File: config.mk
export PLATFORM = sky130hd
export DESIGN_NAME = parallel_dff_bank_flat
export DESIGN_NICKNAME = d
export VERILOG_FILES = /design/src/rtl/parallel_dff_bank_if.sv /design/src/rtl/parallel_dff_bank.sv /design/src/flat_wrapper.sv
export SDC_FILE = /design/constraint.sdc
export NUM_CORES = 1
export LEC_CHECK = 0
export BUFFER_PORTS_ARGS = -buffer_cell sky130_fd_sc_hd__buf_2
export CAP_MARGIN = 20
export CORE_MARGIN = 4
export CORE_UTILIZATION = 41
export CTS_BUF_LIST = sky130_fd_sc_hd__clkbuf_2
export DETAILED_ROUTE_END_ITERATION = 6
export PLACE_DENSITY_LB_ADDON = 0.08
export SLEW_MARGIN = 10
export SYNTH_ARGS = -nofsm -noshare
export SYNTH_HDL_FRONTEND = slang
export SYNTH_SLANG_ARGS = --single-unit
File: constraint.sdc
create_clock -name clk -period 1.2 [get_ports clk]
set_input_delay 0.24 -clock clk [delete_from_list [all_inputs] [get_ports clk]]
set_output_delay 0.24 -clock clk [all_outputs]
set_load 0.03 [all_outputs]
File: src/rtl/parallel_dff_bank_if.sv
// Bus bundle for parallel_dff_bank: control and data in, stored state out.
// The bank drives the slave side and the user of the bank drives the master side.
interface parallel_dff_bank_if #(
    parameter int WAY  = 3,
    parameter int WIRE = 8
);
    logic [1:0]          mode;
    logic [WAY-1:0]      en;
    logic [WAY*WIRE-1:0] D;
    logic [WIRE-1:0]     sin;
    logic                sin_vld;
    logic [WAY*WIRE-1:0] Q;
    logic [WAY*WIRE-1:0] QN;
    logic [WAY-1:0]      valid;
    logic [WIRE-1:0]     sout;
    logic                sout_vld;
    logic [WAY-1:0]      perr;

    modport master (
        output mode, en, D, sin, sin_vld,
        input  Q, QN, valid, sout, sout_vld, perr
    );

    modport slave (
        input  mode, en, D, sin, sin_vld,
        output Q, QN, valid, sout, sout_vld, perr
    );
endinterface

File: src/rtl/parallel_dff_bank.sv
// WAY x WIRE register bank with per-way load/clear, a shift-chain mode and valid flags.
// Optional per-way even parity is enabled with `define PARALLEL_DFF_BANK_PARITY_EN.
module parallel_dff_bank #(
    parameter int WAY  = 3,
    parameter int WIRE = 8
) (
    input  logic               clk,
    input  logic               rst_n,
    parallel_dff_bank_if.slave bus
);
    localparam logic [1:0] MODE_HOLD  = 2'b00;
    localparam logic [1:0] MODE_LOAD  = 2'b01;
    localparam logic [1:0] MODE_SHIFT = 2'b10;
    localparam logic [1:0] MODE_CLEAR = 2'b11;

    logic [WAY*WIRE-1:0] data_q, data_d;
    logic [WAY-1:0]      valid_q, valid_d;

    always_comb begin
        data_d  = data_q;
        valid_d = valid_q;
        case (bus.mode)
            MODE_LOAD: begin
                for (int k = 0; k < WAY; k++) begin
                    if (bus.en[k]) begin
                        data_d[k*WIRE +: WIRE] = bus.D[k*WIRE +: WIRE];
                        valid_d[k]             = 1'b1;
                    end
                end
            end
            MODE_SHIFT: begin
                data_d[WIRE-1:0] = bus.sin;
                valid_d[0]       = bus.sin_vld;
                for (int k = 1; k < WAY; k++) begin
                    data_d[k*WIRE +: WIRE] = data_q[(k-1)*WIRE +: WIRE];
                    valid_d[k]             = valid_q[k-1];
                end
            end
            MODE_CLEAR: begin
                for (int k = 0; k < WAY; k++) begin
                    if (bus.en[k]) begin
                        data_d[k*WIRE +: WIRE] = '0;
                        valid_d[k]             = 1'b0;
                    end
                end
            end
            MODE_HOLD: ;
            default: ;
        endcase
    end

    always_ff @(posedge clk) begin
        if (!rst_n) begin
            data_q  <= '0;
            valid_q <= '0;
        end else begin
            data_q  <= data_d;
            valid_q <= valid_d;
        end
    end

`ifdef PARALLEL_DFF_BANK_PARITY_EN
    logic [WAY-1:0] par_q, par_d;
    logic [WAY-1:0] perr_w;

    // Parity is taken from the value written, never re-derived from stored data,
    // so a corrupted stored bit stays visible until the way is rewritten.
    always_comb begin
        par_d = par_q;
        case (bus.mode)
            MODE_LOAD: begin
                for (int k = 0; k < WAY; k++) begin
                    if (bus.en[k]) par_d[k] = ^bus.D[k*WIRE +: WIRE];
                end
            end
            MODE_SHIFT: begin
                par_d[0] = ^bus.sin;
                for (int k = 1; k < WAY; k++) par_d[k] = par_q[k-1];
            end
            MODE_CLEAR: begin
                for (int k = 0; k < WAY; k++) begin
                    if (bus.en[k]) par_d[k] = 1'b0;
                end
            end
            default: ;
        endcase
    end

    always_ff @(posedge clk) begin
        if (!rst_n) par_q <= '0;
        else        par_q <= par_d;
    end

    always_comb begin
        perr_w = '0;
        for (int k = 0; k < WAY; k++) begin
            perr_w[k] = valid_q[k] & (par_q[k] ^ (^data_q[k*WIRE +: WIRE]));
        end
    end

    assign bus.perr = perr_w;
`else
    assign bus.perr = '0;
`endif

    assign bus.Q        = data_q;
    assign bus.QN       = ~data_q;
    assign bus.valid    = valid_q;
    assign bus.sout     = data_q[(WAY-1)*WIRE +: WIRE];
    assign bus.sout_vld = valid_q[WAY-1];
endmodule

File: src/flat_wrapper.sv
// flat-port wrapper written by rule: the top's interface ports become plain ports
module parallel_dff_bank_flat 
#(
    parameter int WAY  = 3,
    parameter int WIRE = 8
)
  (clk, rst_n, bus_mode, bus_en, bus_D, bus_sin, bus_sin_vld, bus_Q, bus_QN, bus_valid, bus_sout, bus_sout_vld, bus_perr);
  parallel_dff_bank_if #(.WAY(WAY), .WIRE(WIRE)) bus_i ();
  input  logic clk;
  input  logic rst_n;
  input wire logic [$bits(bus_i.mode)-1:0] bus_mode;
  input wire logic [$bits(bus_i.en)-1:0] bus_en;
  input wire logic [$bits(bus_i.D)-1:0] bus_D;
  input wire logic [$bits(bus_i.sin)-1:0] bus_sin;
  input wire logic [$bits(bus_i.sin_vld)-1:0] bus_sin_vld;
  output wire logic [$bits(bus_i.Q)-1:0] bus_Q;
  output wire logic [$bits(bus_i.QN)-1:0] bus_QN;
  output wire logic [$bits(bus_i.valid)-1:0] bus_valid;
  output wire logic [$bits(bus_i.sout)-1:0] bus_sout;
  output wire logic [$bits(bus_i.sout_vld)-1:0] bus_sout_vld;
  output wire logic [$bits(bus_i.perr)-1:0] bus_perr;
  assign bus_i.mode = bus_mode;
  assign bus_i.en = bus_en;
  assign bus_i.D = bus_D;
  assign bus_i.sin = bus_sin;
  assign bus_i.sin_vld = bus_sin_vld;
  assign bus_Q = bus_i.Q;
  assign bus_QN = bus_i.QN;
  assign bus_valid = bus_i.valid;
  assign bus_sout = bus_i.sout;
  assign bus_sout_vld = bus_i.sout_vld;
  assign bus_perr = bus_i.perr;
  parallel_dff_bank #(.WAY(WAY), .WIRE(WIRE)) u_core (.clk(clk), .rst_n(rst_n), .bus(bus_i));
endmodule
==> results of run 1 <==
layer usage:
| metal | vias up | track usage (%) | share of wire (%) |
|---|---|---|---|
| met5 | - | 0 | 0 |
| met3 | 14 | 3.59 | 10 |
| met2 | 111 | 35.5 | 51 |
| met4 | 0 | 6.22 | 1.7 |
| met1 | 719 | 25.6 | 37 |
| li1 | 691 | - | - |
final cells by class:
class                      instances  area share (%)
timing repair buffer             117            42.2
sequential                        27            26.4
multi-input combinational         70            24.0
inverter                          25            4.05
tap                               44            2.37
clock buffer                       3           0.647
clock inverter                     1           0.324
placed cells by master (no fill, tap or decap):
master,count
dfxtp_2,12
buf_2,39
mux2i_2,3
buf_6,53
a21oi_1,3
conb_1,3
a21boi_0,3
nor2b_1,27
clkbuf_2,3
clkinvlp_4,1
buf_4,25
inv_2,24
and3b_2,2
o21ai_0,3
inv_1,1
and3b_1,1
dfxtp_4,15
nor2b_4,1
a222oi_1,24
timing repair:
action / CTS / global route
resized for setup: 112 / 78
pin swaps: 0 / 0
setup buffers: 15 / 2
setup endpoints to repair: 60 / 67
kinds of logic after synthesis:
group                  count (synthesis)  share of synthesized area (%)
AOI/OAI and AO/OA                     33                           21.9
buffers and inverters                 46                           19.4
muxes                                  3                           2.24
other                                  1                          0.280
DFF                                   27                           40.4
and+or+nand+nor                       31                           15.8
critical path, stage by stage, from the launching register on:
cell     delay [ps]
dfxtp_4         450
inv_2            40
buf_6           130
worst paths after layout:
kind / endpoint / cells past startpoint
setup / recovery: bus_QN[17] / 2
hold / removal: u_core.bus.Q[1]$_SDFFE_PN0P_ / 3
setup reg to reg: u_core.bus.Q[23]$_SDFFE_PN0P_ / 4
hold reg to reg: u_core.bus.valid[0]$_SDFFE_PN0P_ / 2
registers in the layout, summed over array words and instances (netlist names):
signal            flops
u_core.bus.Q         24
u_core.bus.valid      3
where the power goes:
group          leakage [nW]  switching [mW]  internal [mW]
combinational         0.785           0.368          0.305
clock                0.0126           0.289         0.0772
sequential            0.237          0.0513          0.925
total                  1.03           0.709           1.31
stage by stage:
step                worst slack (ps)  TNS [ps]  std cells  util (%)  instance area [um2]
global route                   -60.5     -1420        287      75.4                 2320
global placement                -297     -6340        266      56.5                 1740
CTS                            -33.2      -185        285      69.3                 2130
detailed placement              -353     -7360        266      56.5                 1740
finish                         -35.8      -278        287      75.4                 2320
floorplan                       64.4         0        143         -                 1350
==> impl_metrics.toml, run 1 <==
[floorplan]
start_util_pct = 43.5
core_area_um2 = 3080
chipHeight_um = 65.1
die-area_um2 = 4240
rows = 20
die_x_um = 65.1
io-pin-count = 103

[detailed_routing]
final_antenna_net_count = 0
num_vias = 1535
wire_per_inst_um = 16.8
detail_route.iter0.violations = 194
dr.pass1.iters = 7
viasPerCell = 5.35
drc_errors = 4
wirelength_um = 4820

[placement]
dp_hpwl_um = 2920
gp_congestion = 0.747
io_buffer_count = 99

[final_layout]
diodes = 0
drive_gt1_share_pct = 73.3
seq_area_um2 = 612
fill_cells = 245
multi_input_area_um2 = 557
fin_nets = 284
syn2layout_area_growth_pct = 73.3

[worst_setup_path]
required_ps = 960
path_max_fanout = 4
crit_start = "u_core.bus.Q[17]$_SDFFE_PN0P_"
crit_path_end_kind = "output pin"
r2r_setup_slack_ps = 70
critPathKind = "flip-flop to output pin"
cp-start-kind = "flip-flop"
timing.rr.start = "u_core.bus.Q[15]$_SDFFE_PN0P_"
crit_arrival_ps = 1000

[yosys]
seq_area_frac_synth_pct = 40.4
synth.distinct_cells = 16
synth_area_per_cell_um2 = 9.49
yosysTopAreaCellShare_pct = 40.4
synth_enable_flop_cells = 0
syn_area_um2 = 1340
synth_area_leader_cell = "dfxtp_1"
synth_seq_cells = 27
netlist_instances = 141
synthArstFlopShare_pct = 0
synth_common_cells = "27 x dfxtp_1, 27 x nor2b_1, 25 x inv_1"
synth_flop_cell = "dfxtp_1"
yosysWarnings = 0
synth.area.top_cells = "dfxtp_1 40%, a222oi_1 18%, nor2b_1 13%"

[global_routing]
grt_pass1_vias = 1449
grt_max_degree = 28
antenna_found_initial = 0
grt.overflow.total = 0
track_usage_pct = 20.4
grt_pass1_wl_um = 6790

[hold_path]
min-delay-start = "bus_D[1]"
hold_class = "input port to flip-flop"

[sta]
rsz0062_at_grt = "yes"
finalSetupViolations = 19
max_freq_mhz = 809
hold_viol = 0
slew_viol_final = 0
postLayoutSetupSlackWorst_ps = -35.8
tightest_slew_ps = 609
hold_ws_ps = 118
finalCriticalPeriod_ps = 1240
timing.final.crit_share_pct = 103
worst_slew_margin_rel_pct = 59.3
skew_ps = 20.9

[cts]
worstSkewPairLatency_ps = 370
cts.path.max_buffers = 2
numCtsBuffers = 3
postCtsHoldBufs = 0
clk_pin_slew_worst_paths_ps = 280
ctsHtreeMaxLevel = 1
cts-root-buf = "clkbuf_2"
cts_sinks = 27
cts_tree = "built"

[power_and_ir_drop]
leakage_nw = 1.03
p_per_area_nw_per_um2 = 869
vdd_drop_max_uv = 473
power.total_mw = 2.02

[outcome]
violations = "design-rule violations, negative setup slack"
outcome = "finished, violations left"

[job]
maxCapViolCount = 0
Power figures use the tool's default switching activity.
==> run 2: changes to the inputs <==
- CELL_PAD_IN_SITES_DETAIL_PLACEMENT: default -> 0
- CELL_PAD_IN_SITES_GLOBAL_PLACEMENT: default -> 1
- CORE_UTILIZATION: 41 -> 28
==> run 2 against run 1 <==
Against the previous run:
- the flow finishes with violations (negative setup slack)
- clock power is 2% lower
- power is 0.95% lower
- count of clock-buffer cells in the layout stayed put
- critical path type unchanged
- largest power group unchanged
- highest routed layer unchanged
==> impl_metrics.toml, run 2 (synthesis results as in run 1) <==
[outcome]
outcome = "finished, violations left"
violations = "negative setup slack"

[cts]
cts_tree = "built"
cts_sinks = 27
cts-root-buf = "clkbuf_2"
cts.path.max_buffers = 2
postCtsHoldBufs = 0
ctsHtreeMaxLevel = 1
numCtsBuffers = 3
worstSkewPairLatency_ps = 360
clk_pin_slew_worst_paths_ps = 270

[worst_setup_path]
crit_path_end_kind = "output pin"
path_max_fanout = 4
required_ps = 960
regToRegEndpoint = "u_core.bus.Q[21]$_SDFFE_PN0P_"
r2r_cells = 3
cp-start-kind = "flip-flop"
crit_arrival_ps = 980
timing.rr.start = "u_core.bus.Q[13]$_SDFFE_PN0P_"
r2r_setup_slack_ps = 180
critPathKind = "flip-flop to output pin"

[detailed_routing]
viasPerCell = 5.03
wire_per_inst_um = 16.0
detail_route.iter0.violations = 159
num_vias = 1483
drc_errors = 0
dr.pass1.iters = 6
wirelength_um = 4720
final_antenna_net_count = 0

[sta]
rsz0062_at_grt = "yes"
finalCriticalPeriod_ps = 1220
finalSetupViolations = 12
max_freq_mhz = 822
slew_viol_final = 0
timing.final.crit_share_pct = 101
tightest_slew_ps = 770
hold_ws_ps = 132
skew_ps = 14.9
postLayoutSetupSlackWorst_ps = -16.2
hold_viol = 0
worst_slew_margin_rel_pct = 47.2

[global_routing]
grt.overflow.total = 0
track_usage_pct = 15.4
grt_max_degree = 28
grt_pass1_wl_um = 7400
grt_pass1_vias = 1468
antenna_found_initial = 0

[final_layout]
drive_gt1_share_pct = 72.4
largest_reg_flops = 24
layout_common_cells = "56 x buf_6, 39 x buf_2, 27 x nor2b_1"
diodes = 0
final_common_cell = "buf_6"
syn2layout_area_growth_pct = 76.5
final_area_um2 = 2360
final_core_utilization_pct = 52.5
fin_nets = 284

[floorplan]
start_util_pct = 29.7
die-area_um2 = 5950
rows = 24
core_area_um2 = 4500
chipHeight_um = 77.1
die_x_um = 77.1
io-pin-count = 103

[hold_path]
min-delay-start = "bus_D[0]"
holdPathStages = 3
hold_class = "input port to flip-flop"
min_to = "u_core.bus.Q[0]$_SDFFE_PN0P_"

[placement]
dp_hpwl_um = 3230
io_buffer_count = 99
gp_congestion = 0.751
pre_cts_ws_ps = -333
placed_cell_area_um2 = 1770

[power_and_ir_drop]
p_per_area_nw_per_um2 = 845
vdd_drop_max_uv = 341
leakage_nw = 1.05

[job]
maxCapViolCount = 0
[run 2: cell counts in the layout (fill, tap and decap cells not counted)]
No cell type changed its count.
[run 2: repair_timing]
action                     4_1_cts  5_1_grt
setup endpoints to repair       60       62
gates cloned                     0        0
gates resized for setup        149       41
buffers inserted                15        1
[run 2: critical path, stage by stage (launching register included)]
cell and delay (ps):
dfxtp_4 440, inv_2 40, buf_6 130
[run 2: power breakdown]
part	switching, mW	leakage (nW)	total (mW)	internal, mW
clock network	0.281	0.0126	0.358	0.0772
logic	0.361	0.794	0.671	0.310
registers	0.0524	0.239	0.967	0.915
[run 2: through the flow]
stage	total power [mW]	std cells	setup TNS, ps
6_report	2.00	295	-69.7
3_3_place_gp	1.52	275	-5490
2_1_floorplan	1.36	143	0
4_1_cts	2.01	294	-607
5_1_grt	2.12	295	-3610
3_5_place_dp	1.52	275	-6160
[run 2: worst max-delay path by stage]
stage	start	end	slack [ps]
floorplan	bus_mode[0]	u_core.bus.Q[16]$_SDFFE_PN0P_	60
finish	u_core.bus.Q[15]$_SDFFE_PN0P_	bus_QN[15]	-20
detailed placement	bus_mode[0]	u_core.bus.Q[8]$_SDFFE_PN0P_	-330
global placement	bus_mode[0]	u_core.bus.Q[11]$_SDFFE_PN0P_	-300
CTS	u_core.bus.Q[1]$_SDFFE_PN0P_	bus_QN[1]	-30
global route	u_core.bus.Q[2]$_SDFFE_PN0P_	bus_QN[2]	-100
[run 2: per-layer routing]
metal	global-route usage (%)	up-vias	wire, um
met3	3.28	4	437
met4	4.80	0	51
li1	-	699	-
met1	21.1	690	1980
met2	24.2	90	2250
met5	0	-	0
[run 2: cell type report]
type / instances / area (um2)
Fill cell: 425 / 2140
Timing Repair Buffer: 117 / 1000
Clock inverter: 1 / 7.51
Clock buffer: 3 / 15.0
Sequential cell: 27 / 629
Tap cell: 52 / 65.1
Inverter: 25 / 93.8
Multi-Input combinational cell: 70 / 549
==> run 3: changes to the inputs <==
- CORE_UTILIZATION: 28 -> 30
- CTS_CLUSTER_SIZE: default -> 20
- SKIP_CTS_REPAIR_TIMING: default -> 1
- clock period: 1.2 -> 1.55 ns (I/O delays scaled with it)
==> run 3 against run 2 <==
Against the previous run:
- the flow now finishes without violations
- setup slack gained 180 ps
- register-to-register slack gained 460 ps
- final cell count shrank 5.4%
- utilization shrank 11 points
- non-clock buffer count shrank 16
- critical path depth is the same
- clock skew shrank 2.5 ps
- cell area shrank 25%
- count of clock-buffer cells in the layout is the same
==> impl_metrics.toml, run 3 (synthesis results as in run 1) <==
[outcome]
outcome = "finished clean"

[sta]
tightest_slew_ps = 860
finalSetupTns_ps = 0
finalSetupViolations = 0
slew_viol_final = 0
worst_slew_margin_rel_pct = 41.0
finalCriticalPeriod_ps = 1380
skew_ps = 12.4
max_freq_mhz = 722
rsz0062_at_grt = "no"
hold_ws_ps = 188
timing.final.crit_share_pct = 89.3
hold_viol = 0

[global_routing]
grt_pass1_wl_um = 6150
track_usage_pct = 14.4
grt.overflow.total = 0
grt_pass1_vias = 1208
grt_max_degree = 28
antenna_found_initial = 0

[final_layout]
final_common_cell = "buf_2"
final_core_utilization_pct = 41.1
syn2layout_area_growth_pct = 32.8
layout_common_cells = "99 x buf_2, 27 x nor2b_1, 27 x dfxtp_1"
diodes = 0
fin_nets = 268
largest_reg_flops = 24
drive_gt1_share_pct = 47.6

[floorplan]
start_util_pct = 31.0
die-area_um2 = 5600
die_x_um = 74.8
chipHeight_um = 74.8
rows = 24
core_area_um2 = 4320
io-pin-count = 103

[worst_setup_path]
crit_arrival_ps = 1070
crit_start = "u_core.bus.Q[14]$_SDFFE_PN0P_"
timing.rr.start = "u_core.bus.Q[3]$_SDFFE_PN0P_"
endpoint = "bus_QN[14]"
path_max_fanout = 4
path_depth = 2
required_ps = 1240
regToRegEndpoint = "u_core.bus.Q[11]$_SDFFE_PN0P_"
critPathKind = "flip-flop to output pin"
worst-path-buf-inv = 2
r2r_setup_slack_ps = 640
crit_path_end_kind = "output pin"
critical-path-top-delay-family = "flip-flops"
cp_slowest_cell = "dfxtp_1"
slowest_delay_ps = 480
r2r_cells = 2
crit_chain = "inv_1, buf_2"
cp-start-kind = "flip-flop"

[cts]
ctsHtreeMaxLevel = 1
cts-root-buf = "clkbuf_2"
clk_pin_slew_worst_paths_ps = 280
worstSkewPairLatency_ps = 370
numCtsBuffers = 3
cts_tree = "built"
cts_sinks = 27
cts.path.max_buffers = 2

[detailed_routing]
drc_errors = 0
viasPerCell = 4.91
dr.pass1.iters = 5
num_vias = 1370
detail_route.iter0.violations = 161
wirelength_um = 4270
wire_per_inst_um = 15.3
final_antenna_net_count = 0

[placement]
dp_hpwl_um = 3210
io_buffer_count = 99
gp_congestion = 0.827

[hold_path]
holdPathStages = 3
hold_class = "input port to flip-flop"

[power_and_ir_drop]
leakage_nw = 0.829
p_per_area_nw_per_um2 = 811
vdd_drop_max_uv = 348

[job]
maxCapViolCount = 0
run 3: changes by cell type in the layout (fill, tap and decap cells not counted):
cell / previous run / this run
buf_12: 1 / 0
buf_2: 39 / 99
buf_4: 21 / 2
buf_6: 56 / 0
dfxtp_1: 0 / 27
dfxtp_2: 5 / 0
dfxtp_4: 22 / 0
inv_1: 1 / 25
inv_2: 24 / 0
mux2i_1: 2 / 3
mux2i_2: 1 / 0
run 3: metrics by stage:
step / area [um2] / cells / setup slack [ps] / power, mW
floorplan: 1350 / 143 / 344 / 1.05
global placement: 1760 / 275 / -91.2 / 1.17
global route: 1780 / 279 / 53.8 / 1.52
CTS: 1780 / 279 / 137 / 1.47
finish: 1780 / 279 / 166 / 1.44
detailed placement: 1760 / 275 / -140 / 1.18
run 3: layer usage:
metal  track usage (%)  vias up  wire, um
li1                  -      663         -
met1              19.8      631      1800
met2              23.3       74      2020
met3              2.54        2       432
met4              4.15        0        23
met5                 0        -         0
run 3: area by class of cell:
class                           count  area [um2]
Clock inverter                      1        7.51
Multi-Input combinational cell     70         546
Fill cell                         472        2550
Inverter                           25        93.8
Sequential cell                    27         541
Tap cell                           52        65.1
Timing Repair Buffer              101         510
Clock buffer                        3        15.0
run 3: worst min path at each step:
stage	start	to
after floorplan	rst_n	u_core.bus.Q[12]$_SDFFE_PN0P_
after global placement	u_core.bus.valid[1]$_SDFFE_PN0P_	u_core.bus.valid[1]$_SDFFE_PN0P_
after detailed placement	u_core.bus.valid[2]$_SDFFE_PN0P_	u_core.bus.valid[2]$_SDFFE_PN0P_
after CTS	bus_D[9]	u_core.bus.Q[9]$_SDFFE_PN0P_
after global routing	bus_D[2]	u_core.bus.Q[2]$_SDFFE_PN0P_
final	bus_D[18]	u_core.bus.Q[18]$_SDFFE_PN0P_
run 3: where the power goes:
part | internal, mW | total, mW | switching (mW)
registers | 0.728 | 0.760 | 0.0312
logic | 0.139 | 0.399 | 0.260
clock network | 0.0598 | 0.284 | 0.224
total | 0.927 | 1.44 | 0.515
run 3: tightest hold or removal path, cell delays in order:
cell and delay [ps]:
buf_2 80, a222oi_1 70, nor2b_1 100
